`config.mk`:
```
export PLATFORM = sky130hd
export DESIGN_NAME = rx_core
export DESIGN_NICKNAME = d
export VERILOG_FILES = /design/src/rtl/rx_core_pkg.sv /design/src/rtl/rx_bit_timer.sv /design/src/rtl/rx_core.sv
export SDC_FILE = /design/constraint.sdc
export NUM_CORES = 1
export LEC_CHECK = 0
export CORE_MARGIN = 8
export CORE_UTILIZATION = 51
export CTS_CLUSTER_DIAMETER = 120
export DETAILED_ROUTE_END_ITERATION = 12
export PLACE_DENSITY = 0.77
export SLEW_MARGIN = 20
export SYNTH_ARGS = -nofsm -noshare
export SYNTH_HDL_FRONTEND = slang
export SYNTH_SLANG_ARGS = --single-unit
```
`constraint.sdc`:
```
create_clock -name clk -period 2.6 [get_ports clk]
set_input_delay 0.26 -clock clk [delete_from_list [all_inputs] [get_ports clk]]
set_output_delay 0.26 -clock clk [all_outputs]
set_load 0.1 [all_outputs]
```
`src/rtl/rx_core_pkg.sv`:
```
// Shared definitions for the ISO7816 UART receiver: FSM state encoding,
// default line levels and the byte parity helper.
package rx_core_pkg;

   typedef enum logic [2:0] {
      IDLE   = 3'd0,
      START  = 3'd1,
      DATA   = 3'd2,
      PARITY = 3'd3,
      STOP1  = 3'd4,
      STOP2  = 3'd5
   } rxState_t;

   localparam logic START_BIT_DEFAULT = 1'b0;
   localparam logic STOP_BIT_DEFAULT  = 1'b1;

   // Even parity of a byte (1 when the byte holds an odd number of ones).
   function automatic logic parityOf(input logic [7:0] d);
      return ^d;
   endfunction

endpackage

```
`src/rtl/rx_bit_timer.sv`:
```
// Bit timer for the receiver: counts 0..clocksPerBit-1 and wraps, flags the
// mid-bit sample point and the last cycle of each bit.
module rx_bit_timer #(
   parameter int CPBW = 13
) (
   input  logic            clk,
   input  logic            nReset,
   input  logic            clear,
   input  logic [CPBW-1:0] clocksPerBit,
   output logic            samplePoint,
   output logic            bitEnd
);

   localparam logic [CPBW-1:0] ZERO = {CPBW{1'b0}};
   localparam logic [CPBW-1:0] ONE  = {{(CPBW-1){1'b0}}, 1'b1};

   logic [CPBW-1:0] count_r;

   // Decode the sample point and the bit end from the current count.
   always_comb begin
      samplePoint = (count_r == (clocksPerBit >> 1));
      bitEnd      = (count_r == (clocksPerBit - ONE));
   end

   // Bit-period counter: held at zero while cleared, wraps after the last cycle.
   always_ff @(posedge clk) begin
      if (!nReset) begin
         count_r <= ZERO;
      end else if (clear) begin
         count_r <= ZERO;
      end else if (bitEnd) begin
         count_r <= ZERO;
      end else begin
         count_r <= count_r + ONE;
      end
   end

endmodule

```
`src/rtl/rx_core.sv`:
```
// ISO7816 UART receiver core: synchronises the serial line, frames one
// character (start, 8 data, parity, 1-2 stops), checks parity and stop bits,
// and hands each byte to the protocol layer over a ready/ack handshake.
module rx_core
   import rx_core_pkg::*;
#(
   parameter int   CLOCK_PER_BIT_WIDTH = 13,
   parameter logic START_BIT           = START_BIT_DEFAULT,
   parameter logic STOP_BIT            = STOP_BIT_DEFAULT
) (
   input  logic                           clk,
   input  logic                           nReset,
   input  logic                           serialIn,
   input  logic [CLOCK_PER_BIT_WIDTH-1:0] clocksPerBit,
   input  logic                           oddParity,
   input  logic                           msbFirst,
   input  logic                           stopBit2,
   input  logic                           ackDataOut,
   output logic [7:0]                     dataOut,
   output logic                           dataOutReady,
   output logic                           parityErr,
   output logic                           frameErr,
   output logic                           overrunErr,
   output logic                           run,
   output logic                           stopBits
);

   logic       sync1_r, sync2_r, hist_r;
   rxState_t   state_r, nextState_s;
   logic [2:0] bitCount_r, dataIndex_s;
   logic [7:0] shift_r;
   logic       cfgMsb_r, cfgOdd_r, cfgTwo_r;
   logic       perr_r, ferr_r, deliver_r;
   logic       startEdge_s, timerClear_s, samplePoint_s, bitEnd_s;
   logic       shiftEn_s, parityEn_s, stopSampleEn_s, frameDone_s, enterData_s;

   // Start edge: the line moves from idle level to the start level.
   // The timer runs from the detection cycle so the sample lands mid-bit.
   assign startEdge_s  = (hist_r == ~START_BIT) && (sync2_r == START_BIT);
   assign timerClear_s = (state_r == IDLE) && !startEdge_s;
   assign enterData_s  = (state_r == START) && (nextState_s == DATA);

   rx_bit_timer #(.CPBW(CLOCK_PER_BIT_WIDTH)) uTimer (
      .clk          (clk),
      .nReset       (nReset),
      .clear        (timerClear_s),
      .clocksPerBit (clocksPerBit),
      .samplePoint  (samplePoint_s),
      .bitEnd       (bitEnd_s)
   );

   // Two-flop synchroniser plus history flop, reset to the idle level.
   always_ff @(posedge clk) begin
      if (!nReset) begin
         sync1_r <= ~START_BIT;
         sync2_r <= ~START_BIT;
         hist_r  <= ~START_BIT;
      end else begin
         sync1_r <= serialIn;
         sync2_r <= sync1_r;
         hist_r  <= sync2_r;
      end
   end

   // State register, with run/stopBits registered from the next state.
   always_ff @(posedge clk) begin
      if (!nReset) begin
         state_r  <= IDLE;
         run      <= 1'b0;
         stopBits <= 1'b0;
      end else begin
         state_r  <= nextState_s;
         run      <= (nextState_s != IDLE);
         stopBits <= (nextState_s == STOP1) || (nextState_s == STOP2);
      end
   end

   // Next-state logic for the character framing.
   always_comb begin
      nextState_s = state_r;
      case (state_r)
         IDLE: begin
            if (startEdge_s) nextState_s = START;
            else             nextState_s = IDLE;
         end
         START: begin
            if (samplePoint_s && (sync2_r != START_BIT)) nextState_s = IDLE;
            else if (bitEnd_s)                            nextState_s = DATA;
            else                                          nextState_s = START;
         end
         DATA: begin
            if (bitEnd_s && (bitCount_r == 3'd7)) nextState_s = PARITY;
            else                                  nextState_s = DATA;
         end
         PARITY: begin
            if (bitEnd_s) nextState_s = STOP1;
            else          nextState_s = PARITY;
         end
         STOP1: begin
            if (samplePoint_s && !cfgTwo_r) nextState_s = IDLE;
            else if (bitEnd_s && cfgTwo_r)  nextState_s = STOP2;
            else                            nextState_s = STOP1;
         end
         STOP2: begin
            if (samplePoint_s) nextState_s = IDLE;
            else               nextState_s = STOP2;
         end
         default: nextState_s = IDLE;
      endcase
   end

   // Per-state datapath strobes derived from the sample point.
   always_comb begin
      shiftEn_s      = 1'b0;
      parityEn_s     = 1'b0;
      stopSampleEn_s = 1'b0;
      frameDone_s    = 1'b0;
      case (state_r)
         DATA:   shiftEn_s  = samplePoint_s;
         PARITY: parityEn_s = samplePoint_s;
         STOP1: begin
            stopSampleEn_s = samplePoint_s;
            frameDone_s    = samplePoint_s & ~cfgTwo_r;
         end
         STOP2: begin
            stopSampleEn_s = samplePoint_s;
            frameDone_s    = samplePoint_s;
         end
         default: begin
            shiftEn_s   = 1'b0;
            frameDone_s = 1'b0;
         end
      endcase
   end

   // Data bit position for the current bit, reversed for MSB-first characters.
   always_comb begin
      if (cfgMsb_r) dataIndex_s = 3'd7 - bitCount_r;
      else          dataIndex_s = bitCount_r;
   end

   // Character datapath: config capture, shift register, parity and stop checks.
   always_ff @(posedge clk) begin
      if (!nReset) begin
         cfgMsb_r   <= 1'b0;
         cfgOdd_r   <= 1'b0;
         cfgTwo_r   <= 1'b0;
         bitCount_r <= 3'd0;
         shift_r    <= 8'h00;
         perr_r     <= 1'b0;
         ferr_r     <= 1'b0;
         deliver_r  <= 1'b0;
      end else begin
         if (enterData_s) begin
            cfgMsb_r   <= msbFirst;
            cfgOdd_r   <= oddParity;
            cfgTwo_r   <= stopBit2;
            bitCount_r <= 3'd0;
         end else if ((state_r == DATA) && bitEnd_s) begin
            bitCount_r <= bitCount_r + 3'd1;
         end
         if (shiftEn_s) shift_r[dataIndex_s] <= sync2_r;
         if (parityEn_s) perr_r <= parityOf(shift_r) ^ sync2_r ^ cfgOdd_r;
         if (stopSampleEn_s) begin
            ferr_r <= ((state_r == STOP2) ? ferr_r : 1'b0) | (sync2_r != STOP_BIT);
         end
         deliver_r <= frameDone_s;
      end
   end

   // Consumer handshake: a delivery beats a simultaneous ack; a delivery
   // into a full holding register is dropped and flagged as overrun.
   always_ff @(posedge clk) begin
      if (!nReset) begin
         dataOut      <= 8'h00;
         dataOutReady <= 1'b0;
         parityErr    <= 1'b0;
         frameErr     <= 1'b0;
         overrunErr   <= 1'b0;
      end else if (deliver_r && (!dataOutReady || ackDataOut)) begin
         dataOut      <= shift_r;
         parityErr    <= perr_r;
         frameErr     <= ferr_r;
         dataOutReady <= 1'b1;
         overrunErr   <= overrunErr & ~ackDataOut;
      end else if (deliver_r) begin
         overrunErr   <= 1'b1;
      end else if (ackDataOut) begin
         dataOutReady <= 1'b0;
         overrunErr   <= 1'b0;
      end
   end

endmodule

```
# Word level (Yosys, flattened, before mapping)
# Cells that the tools add are included.
# Widths: inputs -> output; s select.
[totals]
register_bits = 50
input_bits = 20
output_inout_bits = 14
elab_cells = 94
[classes]
add_sub_neg = 4
n_lt_le_gt_ge = 2
eq_ne = 12
muxes = 23
bitwise_logic = 9
reduce_logical = 24
[op_table]
columns = ["cell", "count"]
rows = [
  ["$pmux 3 s6", 1],
  ["$eq 3x3->1 const B", 5],
  ["$add 13x1->13 const B", 1],
  ["$eq 13x12->1", 1],
  ["$eq 13x13->1", 1],
  ["$mux 1", 13],
  ["$sub 13x1->13 const B", 1],
  ["$mux 3", 4],
  ["$logic_and 1x1->1", 10],
  ["$eq 3x2->1 const B", 3],
  ["$bwmux 8", 1],
  ["$reduce_xor 8->1", 1],
  ["$reduce_bool 3->1", 2],
  ["$lt 3x4->1 const B", 1],
  ["$mux 2", 2],
  ["$not 1->1", 4],
  ["$reduce_or 2->1", 2],
  ["$add 3x1->3 const B", 1],
  ["$demux 1 s3", 1],
  ["$eq 3x1->1 const B", 1],
  ["$ge 3x1->1 const B", 1],
  ["$logic_not 1->1", 3],
  ["$logic_not 3->1", 1],
  ["$reduce_or 3->1", 1],
  ["9 further kinds", 12],
]

# Logic depth before layout (Yosys ltp)
# Gate-level depths: netlist of the first run.
[logic_depth]
word_depth = 9
ltp_mapped = 11
mapped_depth_nobuf = 9

# Cells and area by module
# From an unflattened synthesis of the first run, not the netlist that was laid out.
[unflattened]
hier_cells = 322
area_unflattened_um2 = 2866.5
[by_module_without_submodules]
columns = ["mod", "n_inst", "cells_per_inst", "area_per_inst_um2", "seq_area_each_um2"]
rows = [
  ["rx_core", 1, 178, 1676.6, 740.7],
  ["rx_bit_timer", 1, 144, 1189.9, 260.2],
]

# Worst setup path after synthesis of the first run
# No wires, ideal clock.
[synth_path]
kind = "input-to-reg"
start = "in clocksPerBit[4]"
end = "reg state_r[1]"
setup_time_ps = 79
arrival_time_ps = 2448
required_time_ps = 2521
path_slack_ps = 73
path_stages = 10
n_path_buf = 3
path_cell_list = "clkbuf_1 or4_1 clkbuf_2 nor4_1 xor2_1 a311o_2 and2_1 buf_2 a31o_2 a211oi_2"
[synth_between]
elab_chain_len = 5
word_cells_on_any_way = 8
cone_classes = "add/sub (1); eq/ne (2); mux (4); reduce/logical (1)"
[synth_lines]
columns = ["element", "line_no", "rtl"]
rows = [
  ["start, declared", "rx_core.sv:14", "input logic [CLOCK_PER_BIT_WIDTH-1:0] clocksPerBit,"],
  ["$sub 13x1->13", "rx_bit_timer.sv:22", "bitEnd = (count_r == (clocksPerBit - ONE));"],
  ["$eq 13x13->1", "rx_bit_timer.sv:22", ""],
  ["$mux 2", "rx_core.sv:88", "else if (bitEnd_s) nextState_s = DATA;"],
  ["$mux 2", "rx_core.sv:87", "if (samplePoint_s && (sync2_r != START_BIT)) nextState_s = IDLE;"],
  ["$pmux 3 s6 (*)", "rx_core.sv:81", "case (state_r)"],
  ["end signal, assigned", "rx_core.sv:72", "state_r <= nextState_s;"],
  ["end, declared", "rx_core.sv:29", "rxState_t state_r, nextState_s;"],
]
# Mark *: on every way between the ends. The rest lies on a longest branch, timed or not.
# A chain may end at the register's enable or synchronous reset.

# Worst setup path after layout of the first run
[layout_path]
start = "in clocksPerBit[2]"
end = "reg bitCount_r[0]"
[layout_between]
elab_chain_len = 9
word_cells_on_any_way = 19
cone_classes = "add/sub (1); eq/ne (3); mux (8); reduce/logical (7)"
[layout_lines]
columns = ["element", "line_no", "rtl"]
rows = [
  ["$sub 13x1->13", "rx_bit_timer.sv:22", ""],
  ["$eq 13x13->1", "rx_bit_timer.sv:22", ""],
  ["$logic_and 1x1->1", "rx_core.sv:101", "else if (bitEnd_s && cfgTwo_r) nextState_s = STOP2;"],
  ["$mux 1", "rx_core.sv:101", ""],
  ["$mux 3", "rx_core.sv:100", "if (samplePoint_s && !cfgTwo_r) nextState_s = IDLE;"],
  ["$pmux 3 s6", "rx_core.sv:81", ""],
  ["$eq 3x2->1", "rx_core.sv:41", "assign enterData_s = (state_r == START) && (nextState_s == DATA);"],
  ["$logic_and 1x1->1", "rx_core.sv:41", ""],
  ["$reduce_or 2->1 (no line)", "n/a", ""],
  ["end signal, assigned", "rx_core.sv:160", "bitCount_r <= bitCount_r + 3'd1;"],
  ["end, declared", "rx_core.sv:30", "logic [2:0] bitCount_r, dataIndex_s;"],
]
# Parallel ways exist; a longest one is shown, timed or not.

==> results of run 1 <==
layout by cell type, fill, tap and decap left out, drive strengths merged, types with 8 or more instances in the layout:
master / synthesis / routed
nor3: 9 / 9
xnor2: 30 / 30
nand2: 11 / 11
xor2: 22 / 22
inv: 9 / 9
a21oi: 16 / 16
o21ai: 9 / 9
mux2i: 18 / 18
nand3: 8 / 8
nand4: 15 / 15
clkdlybuf4s50: 0 / 16
dfxtp: 50 / 50
nor2: 42 / 42
buf: 7 / 54
what timing repair did:
item | in CTS | in global routing
setup buffers | 0 | 0
cloned | 0 | 0
gates resized for setup | 5 | 9
pin swaps | 2 | 3
endpoints found under the setup margin | 7 | 24
worst min path at each step:
stage | from | cells after the start | end | slack, ns
2_1_floorplan | nReset | 1 | sync1_r$_SDFF_PN1_ | 0.33
3_3_place_gp | sync1_r$_SDFF_PN1_ | 1 | sync2_r$_SDFF_PN1_ | 0.40
3_5_place_dp | sync1_r$_SDFF_PN1_ | 1 | sync2_r$_SDFF_PN1_ | 0.40
4_1_cts | sync1_r$_SDFF_PN1_ | 1 | sync2_r$_SDFF_PN1_ | 0.43
5_1_grt | sync1_r$_SDFF_PN1_ | 1 | sync2_r$_SDFF_PN1_ | 0.44
6_report | sync1_r$_SDFF_PN1_ | 1 | sync2_r$_SDFF_PN1_ | 0.43
final cells by class:
| cell class | count | area, sq um |
|---|---|---|
| Clock buffer | 7 | 76.3 |
| Clock inverter | 1 | 30.0 |
| Fill cell | 463 | 1870 |
| Inverter | 9 | 33.8 |
| Multi-Input combinational cell | 259 | 1810 |
| Sequential cell | 50 | 1000 |
| Tap cell | 72 | 90.1 |
| Timing Repair Buffer | 73 | 603 |
power breakdown:
part / switching (uW) / internal (uW)
clock: 238 / 288
combinational: 85.0 / 87.7
sequential: 6.52 / 769
total: 329 / 1150
per-stage QoR:
| stage | cell area (sq um) | total power (uW) | cells | TNS [ns] | worst slack (ns) |
|---|---|---|---|---|---|
| 3_3_place_gp | 3490 | 959 | 463 | -4.88 | -0.308 |
| 2_1_floorplan | 2900 | 878 | 343 | 0 | 0.0726 |
| 6_report | 3640 | 1470 | 471 | 0 | 0.0449 |
| 3_5_place_dp | 3490 | 962 | 463 | -6.18 | -0.369 |
| 5_1_grt | 3640 | 1540 | 471 | -0.188 | -0.106 |
| 4_1_cts | 3610 | 1490 | 471 | 0 | 0.0103 |
state kept, by name (all words and copies together) (netlist names), 3 cells and up:
signal,flops
state_r,3
bitCount_r,3
shift_r,8
dataOut,8
uTimer.count_r,13
worst max-delay path: cells and delay by family:
family / cells / cell delay, ns
simple gates: 3 / 1.39
buf+inv: 1 / 0.46
compound gates: 4 / 0.68
cell families after synthesis:
kind of cell,synth area share (%)
flops,34.5
simple gates,23.2
fa+ha+maj,1.72
mux,6.21
xor+xnor,15.7
buf+inv,4.65
compound gates,14.0
layer usage:
| layer | wire, um | GRT usage, % | up-vias |
|---|---|---|---|
| met5 | 0 | 0 | - |
| li1 | - | - | 1332 |
| met1 | 2860 | 17.6 | 1207 |
| met3 | 275 | 3.29 | 22 |
| met2 | 3320 | 27.4 | 58 |
| met4 | 235 | 9.41 | 0 |
cell usage after synthesis, types with 5 or more instances:
cell,instances
xnor2_1,30
xor2_1,22
nor3_1,9
dfxtp_1,50
a21oi_1,16
o31ai_1,7
nand2_1,10
inv_1,9
nand4_1,15
mux2i_1,18
clkbuf_1,17
nor2_1,42
buf_2,5
a31oi_1,6
and3_1,5
nor4_1,5
nand2b_1,7
o21ai_0,6
nand3_1,8
==> metrics.cfg, run 1 <==
[global_route]
grt.overflow.total = 0
grt_usage_pct = 15.9
antenna_found_initial = 0
grt_max_degree = 31
grt_pass1_wl_um = 11300
grt_pass1_vias = 2576

[clock_network]
cts_tree = yes
cts_root_buf = clkbuf_8
htreeDepth = 2
clk_latency_ns = 0.30
postCtsHoldBufs = 0
clock_sinks = 50
numCtsBuffers = 5
clockBufferDepth = 2
clkTransAtPathRegs_ns = 0.09

[timing]
finalMaxSlewViolations = 0
hold_viol = 0
hold_ws_ns = 0.429
finalSetupViolCount = 0
fin_crit_ns = 2.56
relSlewSlack_pct = 68.9
max_freq_mhz = 391
rsz0062_at_grt = true
fin_skew_ns = 0.0111
finalCritPeriodShare_pct = 98.3
tightestPinTransition_ns = 0.466

[die]
die_w_um = 91.4
io_pins = 34
rows = 27
die_y_um = 91.4
die-area_sq_um = 8360
start_util_pct = 52.7
core_sq_um = 5510

[route]
dr.pass1.iters = 4
drt-initial-drc-count = 77
ant_nets = 0
wl_per_cell_um = 14.2
wirelength_um = 6690
post-route-drc-count = 0
num_vias = 2619
post_drt_via_cell_ratio = 5.56

[critical_path]
max_stage_delay_ns = 0.57
cp-end-kind = register
r2r_start = uTimer.count_r[2]$_SDFF_PP0_
timing.rr.end = bitCount_r[0]$_SDFFE_PP0P_
rr_worst_depth = 8
cp-endpoint = bitCount_r[0]$_SDFFE_PP0P_
crit_path_max_fanout = 6
crit_start = clocksPerBit[2]
rrSetupSlack_ns = 0.28
cp-start-kind = primary input
path_cells = clkdlybuf4s50_1 > or4_4 > or3_1 > a32o_1 > o21ai_2 > o21ai_2 > or4_4 > a21oi_1
crit_arrival_ns = 2.80
critPathSlowestCell = or4_4
crit_type = in2reg
required_ns = 2.84

[flow_run]
max_cap_violations = 0

[yosys]
syn_nets = 367
yosysWarningCount = 0
synthTopCellsByArea = dfxtp_1, xnor2_1, xor2_1
synth_seq_cells = 50
async_flop_share_pct = 0
synth_area_per_cell_sq_um = 8.46
syn_area_sq_um = 2900
synth_edf_count = 0
synth_seq_area_share_pct = 34.5
yosys_most_used_dff = dfxtp_1
synth_top_area_cell = dfxtp_1
synthCells = 343
synth_top_area_share_pct = 34.5
synth.distinct_cells = 54

[layout]
utilization_pct = 66.1
final_nets = 422
drive_gt1_share_pct = 20.3
syn_to_final_growth_pct = 25.4
diodes = 0

[pwr]
p_leak_uw = 0.00149
power.density_nw_per_um2 = 405
vdd_drop_max_uv = 362

[place]
hpwl_um = 5140
io_buffers = 33
place_congestion = 0.870

[worst_hold_path]
hp-class = reg2reg

[outcome]
status = completed

No activity file was read; power rests on OpenSTA's default activity.
==> run 2, diff against run 1 <==
--- a/config.mk
+++ b/config.mk
@@ -5,11 +5,13 @@
 export SDC_FILE = /design/constraint.sdc
 export NUM_CORES = 1
 export LEC_CHECK = 0
+export CELL_PAD_IN_SITES_DETAIL_PLACEMENT = 1
+export CELL_PAD_IN_SITES_GLOBAL_PLACEMENT = 1
 export CORE_MARGIN = 8
-export CORE_UTILIZATION = 51
+export CORE_UTILIZATION = 38
 export CTS_CLUSTER_DIAMETER = 120
 export DETAILED_ROUTE_END_ITERATION = 12
-export PLACE_DENSITY = 0.77
+export PLACE_DENSITY_LB_ADDON = 0.1
 export SLEW_MARGIN = 20
 export SYNTH_ARGS = -nofsm -noshare
 export SYNTH_HDL_FRONTEND = slang
==> metrics.cfg, run 2 (synthesis results as in run 1) <==
[layout]
diodes = 0  ; unchanged
drive_gt1_share_pct = 23.0  ; +2.7 points
final_cell_mix = buf_4, dfxtp_1, nor2_1
finalInstanceArea_sq_um = 3760  ; +3.3%
n_fill_cell = 907  ; +96%
top_register = uTimer.count_r
top_regs = uTimer.count_r x13, dataOut x8, shift_r x8
mostFrequentLayoutCell = buf_4
final_nets = 423  ; +0.24%
largest_register_ffs = 13  ; unchanged
syn_to_final_growth_pct = 29.6

[route]
wirelength_um = 7990  ; +19%
ant_nets = 0  ; unchanged
post-route-drc-count = 0  ; unchanged
dr.pass1.iters = 4  ; unchanged
post_drt_via_cell_ratio = 5.24  ; -5.7%
drt-initial-drc-count = 87  ; +13%
wl_per_cell_um = 15.9  ; +12%
num_vias = 2632  ; +0.50%

[timing]
fin_skew_ns = 0.0115  ; +0.000350 ns
relSlewSlack_pct = 59.8  ; -9.1 points
layout_setup_ws_ns = 0.118  ; +0.0734 ns
finalSetupViolCount = 0  ; unchanged
tightestPinTransition_ns = 0.603  ; +0.137 ns
fin_crit_ns = 2.48  ; -0.0734 ns
hold_viol = 0  ; unchanged
finalMaxSlewViolations = 0  ; unchanged
setup_tns_ns = 0  ; unchanged
max_freq_mhz = 403  ; +3.0%
finalCritPeriodShare_pct = 95.4  ; -2.8 points
hold_ws_ns = 0.452  ; +0.0234 ns

[clock_network]
cts_root_buf = clkbuf_8
numCtsBuffers = 5  ; unchanged
cts_tree = yes
clockBufferDepth = 2  ; unchanged
htreeDepth = 2  ; unchanged
clk_latency_ns = 0.31  ; about the same
postCtsHoldBufs = 0  ; unchanged
clkTransAtPathRegs_ns = 0.11  ; +0.02 ns
clock_sinks = 50  ; unchanged

[global_route]
grt.overflow.total = 0  ; unchanged
grt_pass1_vias = 2754  ; +6.9%
antenna_found_initial = 0  ; unchanged
grt_pass1_wl_um = 13300  ; +18%
grt_usage_pct = 15.5  ; -0.34 points
grt_max_degree = 31  ; unchanged

[critical_path]
required_ns = 2.84  ; about the same
crit_arrival_ns = 2.73  ; -0.07 ns
cp-start-kind = primary input
rr_worst_depth = 8  ; unchanged
crit_type = in2reg
crit_path_max_fanout = 6  ; unchanged
cp-end-kind = register
r2r_start = uTimer.count_r[2]$_SDFF_PP0_
rrSetupSlack_ns = 0.28  ; about the same
timing.rr.end = bitCount_r[0]$_SDFFE_PP0P_

[place]
place_ws_ns = -0.475  ; -0.106 ns
place_area_sq_um = 3530  ; +1.2%
place_congestion = 0.824  ; -5.3%
hpwl_um = 6150  ; +20%
io_buffers = 33  ; unchanged

[worst_hold_path]
holdPathStages = 1  ; unchanged
min_to = sync2_r$_SDFF_PN1_
hp-class = reg2reg
hp-start = sync1_r$_SDFF_PN1_

[die]
die-area_sq_um = 10700  ; +28%
io_pins = 34  ; unchanged
core_sq_um = 7570  ; +37%
rows = 32  ; +19%
die_y_um = 103  ; +13%
die_w_um = 103  ; +13%
start_util_pct = 38.4  ; -14 points

[outcome]
status = completed

[pwr]
vdd_drop_max_uv = 212  ; -41%
p_leak_uw = 0.00154  ; +3.4%
power.density_nw_per_um2 = 386  ; -4.6%

[flow_run]
max_cap_violations = 0  ; unchanged

-- run 2: area by class of cell --
class / count / area (sq um) / area share (%)
Clock buffer: 5 / 68.8 / 1.83
Clock inverter: 3 / 28.8 / 0.765
Inverter: 9 / 33.8 / 0.898
Multi-Input combinational cell: 259 / 1870 / 49.6
Sequential cell: 50 / 1000 / 26.6
Tap cell: 102 / 128 / 3.39
Timing Repair Buffer: 74 / 637 / 16.9
-- run 2: routing by layer --
metal / global-route usage, % / up-vias / part of all wire, %
met4: 2.78 / 0 / 0.50
met3: 2.54 / 5 / 3.1
met5: 0 / - / 0
li1: - / 1329 / -
met2: 27.9 / 29 / 50
met1: 19.1 / 1269 / 46
-- run 2: worst max-delay path by stage --
stage	start	endpoint	cells past startpoint
floorplan	clocksPerBit[4]	state_r[1]$_SDFF_PN0_	10
global placement	clocksPerBit[5]	state_r[1]$_SDFF_PN0_	8
detailed placement	clocksPerBit[1]	state_r[1]$_SDFF_PN0_	11
CTS	clocksPerBit[5]	bitCount_r[0]$_SDFFE_PP0P_	10
global route	clocksPerBit[7]	bitCount_r[0]$_SDFFE_PP0P_	9
finish	clocksPerBit[10]	bitCount_r[0]$_SDFFE_PP0P_	8
-- run 2: metrics by stage --
stage          cells  util (%)  power [uW]
2_1_floorplan    343         -         878
4_1_cts          500      48.2        1470
3_5_place_dp     492      46.6         965
6_report         502      49.7        1450
3_3_place_gp     492      46.6         962
5_1_grt          502      49.7        1520
-- run 2: what timing repair did --
action,4_1_cts,5_1_grt
buffers inserted,0,1
resized for setup,8,26
pin swaps,2,9
gates cloned,0,1
endpoints found under the setup margin,24,23
-- run 2: power by group --
group / internal (uW) / switching (uW) / leakage, uW / total, uW
clock: 200 / 294 / 0.0000502 / 495
sequential: 770 / 9.14 / 0.000404 / 779
combinational: 90.8 / 89.5 / 0.00109 / 180
total: 1060 / 393 / 0.00154 / 1450
-- run 2: critical path, stage by stage --
cell and delay, ns:
clkdlybuf4s50_1 0.43, or4_4 0.52, or4_4 0.48, a31oi_1 0.15
a311o_2 0.17, nand2_4 0.07, or4_4 0.51, a21oi_2 0.12
